===== src/rtl/dili_center_stream.sv =====
// dili_center_stream: maps canonical coefficients in [0,Q) to centered signed form, 2-stage valid/ready pipeline.
// Optional sticky range check is built when DILI_CENTER_RANGECHK_EN is defined.
module dili_center_stream #(
    parameter int WIDTH = 32,
    parameter int Q     = 8380417,
    parameter int N     = 256
) (
    input  logic                    clk_i,
    input  logic                    rst_ni,
    input  logic                    valid_i,
    output logic                    ready_o,
    input  logic signed [WIDTH-1:0] a_i,
    output logic                    valid_o,
    input  logic                    ready_i,
    output logic signed [WIDTH-1:0] a_o,
    output logic [$clog2(N)-1:0]    idx_o,
    output logic                    last_o,
    input  logic                    clear_i,
    output logic                    err_o
);
    localparam int                      IDX_W    = $clog2(N);
    localparam logic signed [WIDTH-1:0] QS       = WIDTH'(Q);
    localparam logic signed [WIDTH-1:0] HALFQ    = WIDTH'((Q - 1) / 2);
    localparam logic [IDX_W-1:0]        IDX_LAST = IDX_W'(N - 1);

    function automatic logic signed [WIDTH-1:0] center(input logic signed [WIDTH-1:0] a,
                                                       input logic gt);
        return gt ? a - QS : a;
    endfunction

    logic                    vld_p1;
    logic                    vld_p2;
    logic                    gt_p1;
    logic signed [WIDTH-1:0] a_p1;
    logic signed [WIDTH-1:0] a_p2;
    logic                    load_p2;
    logic                    in_fire;
    logic                    out_fire;
    logic [IDX_W-1:0]        idx;

    // S2 takes a new beat whenever it is empty or its current beat leaves this cycle.
    assign load_p2  = !vld_p2 || ready_i;
    assign ready_o  = !vld_p1 || load_p2;
    assign in_fire  = valid_i && ready_o;
    assign out_fire = vld_p2 && ready_i;

    always_ff @(posedge clk_i or negedge rst_ni) begin
        if (!rst_ni) begin
            vld_p1 <= 1'b0;
            vld_p2 <= 1'b0;
        end else begin
            if (ready_o) vld_p1 <= valid_i;
            if (load_p2) vld_p2 <= vld_p1;
        end
    end

    // ---- stage 1: capture coefficient and upper-half compare ----
    always_ff @(posedge clk_i) begin
        if (in_fire) begin
            a_p1  <= a_i;
            gt_p1 <= (a_i > HALFQ);
        end
    end

    // ---- stage 2: centered output register ----
    always_ff @(posedge clk_i or negedge rst_ni) begin
        if (!rst_ni) begin
            a_p2 <= '0;
        end else if (load_p2 && vld_p1) begin
            a_p2 <= center(a_p1, gt_p1);
        end
    end

    always_ff @(posedge clk_i or negedge rst_ni) begin
        if (!rst_ni) begin
            idx <= '0;
        end else if (out_fire) begin
            idx <= (idx == IDX_LAST) ? '0 : idx + IDX_W'(1);
        end
    end

    assign valid_o = vld_p2;
    assign a_o     = a_p2;
    assign idx_o   = idx;
    assign last_o  = vld_p2 && (idx == IDX_LAST);

`ifdef DILI_CENTER_RANGECHK_EN
    function automatic logic out_of_range(input logic signed [WIDTH-1:0] a);
        return (a < 0) || (a >= QS);
    endfunction

    logic err;

    // A new violation outranks a clear arriving in the same cycle.
    always_ff @(posedge clk_i or negedge rst_ni) begin
        if (!rst_ni) begin
            err <= 1'b0;
        end else if (in_fire && out_of_range(a_i)) begin
            err <= 1'b1;
        end else if (clear_i) begin
            err <= 1'b0;
        end
    end

    assign err_o = err;
`else
    logic unused_clear;

    assign unused_clear = clear_i;
    assign err_o        = 1'b0;
`endif

endmodule


===== config.mk =====
export PLATFORM = sky130hd
export DESIGN_NAME = dili_center_stream
export DESIGN_NICKNAME = d
export VERILOG_FILES = /design/src/rtl/dili_center_stream.sv
export SDC_FILE = /design/constraint.sdc
export NUM_CORES = 1
export LEC_CHECK = 0
export CAP_MARGIN = 20
export CORE_ASPECT_RATIO = 1.75
export CORE_MARGIN = 2
export CORE_UTILIZATION = 49
export CTS_CLUSTER_SIZE = 14
export DETAILED_ROUTE_END_ITERATION = 8
export PLACE_DENSITY = 0.82
export SLEW_MARGIN = 20
export SYNTH_ARGS = -nofsm -noshare
export SYNTH_HDL_FRONTEND = slang
export SYNTH_SLANG_ARGS = --single-unit

===== constraint.sdc =====
create_clock -name clk_i -period 2.25 [get_ports clk_i]
set_input_delay 0.45 -clock clk_i [delete_from_list [all_inputs] [get_ports clk_i]]
set_output_delay 0.45 -clock clk_i [all_outputs]
set_load 0.02 [all_outputs]

## Word level (Yosys, flattened, before mapping)

Index checks and enable logic that the tools add are counted.
W data, S select, Z words.

| word-level totals | value |
|---|---|
| register bits | 75 |
| input port bits | 37 |
| output and inout port bits | 44 |
| logic and storage cells | 20 |

| operators by class | value |
|---|---|
| $add $sub $neg | 2 |
| magnitude comparators | 1 |
| equality and inequality tests | 1 |
| mux-type cells | 2 |
| reduce and logical (&&, ||, !) cells | 8 |

Operator list:

| operator | count |
|---|---|
| $gt A32 B23 Y1 const B | 1 |
| $mux W32 | 1 |
| $sub A32 B24 Y32 const B | 1 |
| $add A8 B1 Y8 const B | 1 |
| $eq A8 B8 Y1 const B | 1 |
| $mux W8 | 1 |
| $logic_and A1 B1 Y1 | 4 |
| $logic_not A1 Y1 | 2 |
| $logic_or A1 B1 Y1 | 2 |

## Depth between registers and ports, before layout

| depth | value |
|---|---|
| word-level depth | 4 |
| gate-level depth with buffers | 7 |
| depth with buffers taken out | 7 |

## Worst setup path after synthesis

Ideal clock, no wire load.

| path | value |
|---|---|
| kind | flip-flop to flip-flop |
| start | register a_p1[24] |
| end | register a_p2[31], in the netlist a_o[31] |
| library setup time | 0.127 ns |
| arrival time | 1.952 ns |
| data required time | 2.123 ns |
| slack | 0.170 ns |
| stages on the path, launching flop included | 6 |
| buffers on the path | 0 |
| clock period less this slack | 2.080 ns |
| cell sequence | edfxtp_1 > or4b_4 > or4_4 > a2111oi_2 > xnor2_1 > o21ai_1 |

| on the way | value |
|---|---|
| cells in the longest elaborated chain, start to end | 2 |

RTL lines:

| what | line | text |
|---|---|---|
| start, declared | 34 | `logic signed [WIDTH-1:0] a_p1;` |
| start signal, assigned | 60 | `a_p1 <= a_i;` |
| $sub A32 B24 Y32 | 28 | `return gt ? a - QS : a;` |
| $mux W32 | 28 |  |
| end signal, assigned | 70 | `a_p2 <= center(a_p1, gt_p1);` |
| end, declared | 35 | `logic signed [WIDTH-1:0] a_p2;` |

No other way between the ends.
A chain may end at the register's enable or synchronous reset.

## Worst setup path after layout

| path | value |
|---|---|
| start | input port ready_i |
| end | output port ready_o |

| on the way | value |
|---|---|
| cells in the longest elaborated chain, start to end | 2 |

RTL lines:

| what | line | text |
|---|---|---|
| start, declared | 14 | `input logic ready_i,` |
| $logic_or A1 B1 Y1 | 42 | `assign load_p2 = !vld_p2 \|\| ready_i;` |
| $logic_or A1 B1 Y1 | 43 | `assign ready_o = !vld_p1 \|\| load_p2;` |
| end, declared | 11 | `output logic ready_o,` |

No other way between the ends.

==> out/qor.txt <==
Fill cells: 504
Most used cell, CP: clkdlybuf4s50_1
Fmax: 0.461 GHz
GP Congestion: 0.877
CTS Buffer Depth: 2
Final instance area: 4600 µm²
Power Density: 896 nW/µm²
WS Path Type: in2out
Worst-path clk slew: 0.06 ns
P_sw: 0.00113 W
Syn nets: 331
Ys async rst share: 56.0%
Unrepaired setup endpoints after global routing: false
Worst setup SP type: input pin
Max VDD drop: 583 µV
Mapped Avg Cell Area: 11.4 µm²
Arrival time worst endpoint: 1.72 ns
Final min period: 2.17 ns
Fin. Hold Viols: 0
Post-CTS setup buffer count: 0
Post-DRT Antenna Nets: 0
Post-DP HPWL: 5.06 mm
Cell area after placement: 4280 µm²
Critical path endpoint category: primary output
Setup Slack @ Placement: 0.0394 ns
Root buffer cell: clkbuf_16
Period utilisation layout: 96.4%
Worst-margin pin slew: 0.589 ns
Internal power: 0.00299 W
Wire per inst: 14.1 µm
Number of global-route vias before repair: 2405
Setup_tns: 0 ns
Yosys top cell area share: 31.6%
Initial Util: 50.9%
Synth area leader: dfrtp_1
Initial antenna violation count: 0
Slew headroom: 60.7%
Reg-to-reg slack, setup: 0.09 ns
Final slew viol count: 0
Max-cap violations: 0
Total I/O pin count: 81
Overall routing resource usage: 19.2%
Comb pwr share: 23.1%
Netlist cell types: 41
Avg Vias per Cell: 5.21
Total number of vias: 2461
Pre-antenna DRT Iters: 4
Crit-path cells: clkdlybuf4s50_1, nand3b_1, clkdlybuf4s50_1
First-pass GRT wire length: 10.9 mm
Starting DRT DRC Count: 143
TritonCTS Buffers: 9
Total gr overflow: 0
Primary FF master, synth: dfrtp_1
Rows: 39
# nets final: 424
Post-Syn Area: 3330 µm²
R2r worst-path depth: 5
DRC errors left: 0
Worst Slack Setup Final: 0.0805 ns
Sequential-to-total area share from yosys stat: 61.4%
# port buffers: 78
Synth top area cells: dfrtp_1, edfxtp_1, nand2_1
Commonest non-fill, non-tap cell in the layout: clkdlybuf4s50_1
Req. time, crit path: 1.80 ns
Largest net degree at the start of global routing: 65
CP max stage delay: 0.62 ns
Switch share: 27.4%
CTS sink cnt: 75
Worst flop-to-flop path startpoint: a_p1[24]
Syn Inst Count: 292
Clock skew: 0.00526 ns
Sequential power share: 43.2%
Worst skew pair latency: 0.33 ns
CTS tree: done
H-tree lvl count: 3
Slowest CP cell: clkdlybuf4s50_1
Status: completed
Number of synthesized flops with an enable pin: 33
Yosys warns: 0
Cts hold-fix bufs: 0
Clock power share: 33.7%
Inserted Diodes: 0
Core area: 6540 µm²
Die X: 66.3 µm
Class of the worst hold path: in2async
Most frequent cells in the layout: clkdlybuf4s50_1, nand2_1, dfrtp_1
Leakage power: 1.74 nW
Total wire length: 6.63 mm
Vert. Die Dim: 113 µm
Crit path max fanout: 4
Layout area overhead: 38.1%
R2r endpoint: a_o[31]
Count of state elements after synthesis: 75
Fraction of layout cells with a size suffix above 1: 9.74%
# setup viols final: 0
Die area: 7490 µm²
## area by class of cell
class	instances	area, µm²	share of cell area [%]
clock inverters	5	51.3	1.12
multi-input cells	206	1250	27.3
inverters	2	7.51	0.163
flip-flops and latches	75	2040	44.4
well taps	82	103	2.23
repair buffers	91	897	19.5
clock buffers	11	243	5.28
## repair_timing
item,in CTS,in global routing
endpoints found under the setup margin,1,4
gates resized for setup,1,3
endpoints found under the hold margin,0,0
cloned,0,0
## power groups by stage
stage / clock (W) / sequential (W) / combinational, W
floorplan: 0 / 0.00199 / 0.000248
global placement: 0 / 0.00179 / 0.000940
detailed placement: 0 / 0.00181 / 0.000955
CTS: 0.00141 / 0.00178 / 0.000961
global route: 0.00147 / 0.00180 / 0.00103
finish: 0.00139 / 0.00178 / 0.000950
## flip-flops by register name, indices dropped and copies added (netlist names)
name,cells
a_o,32
a_p1,32
idx_o,8
gt_p1,1
valid_o,1
vld_p1,1
## worst max-delay path, delay by kind of cell
family                 cells  cell delay [ns]
buffers and inverters      2             1.12
AND/OR/NAND/NOR            1             0.15
## synth_stat cells, drive strengths merged (3+ instances only)
| master | number |
|---|---|
| or4 | 3 |
| clkbuf | 7 |
| nor4 | 5 |
| and2 | 3 |
| a31oi | 4 |
| nor3 | 10 |
| and4 | 3 |
| edfxtp | 33 |
| dfrtp | 42 |
| nor3b | 3 |
| xor2 | 16 |
| nand2b | 3 |
| nand3 | 5 |
| nand4 | 10 |
| nand2 | 52 |
| xnor2 | 19 |
| o21ai | 37 |
| nor2 | 10 |
## layer usage
metal,global-route usage (%),vias up,part of all wire (%),routed length (µm)
met2,33.5,65,55,3660
met5,0,-,0,0
li1,-,1235,-,-
met3,4.27,10,3.9,260
met1,22.3,1151,39,2590
met4,7.76,0,1.9,126
## cells by family after synthesis
group / count (synthesis) / share of synthesized area (%)
and+or+nand+nor: 116 / 17.8
buffers and inverters: 11 / 1.58
adders and majority gates: 2 / 0.752
DFF: 75 / 61.4
AOI/OAI and AO/OA: 50 / 8.50
other: 1 / 0.113
xor gates and xnor gates: 35 / 9.21
muxes: 2 / 0.677
## stage by stage
stage	cells	total power, W	util, %	hold WS, ns
after detailed placement	456	0.00276	65.5	0.469
after global placement	456	0.00273	65.5	0.462
after floorplan	292	0.00224	-	0.154
after CTS	472	0.00416	70.0	0.131
final	472	0.00412	70.3	0.122
after global routing	472	0.00431	70.3	0.166
## worst max path at each step
stage / from / slack (ns) / end
3_5_place_dp: a_p1[1] / 0.04 / a_o[28]
2_1_floorplan: a_p1[24] / 0.17 / a_o[31]
5_1_grt: a_p1[24] / 0.01 / a_o[31]
3_3_place_gp: ready_i / 0.09 / ready_o
4_1_cts: a_p1[1] / 0.02 / a_o[28]
6_report: ready_i / 0.08 / ready_o
No activity file was read; power rests on OpenSTA's default activity.
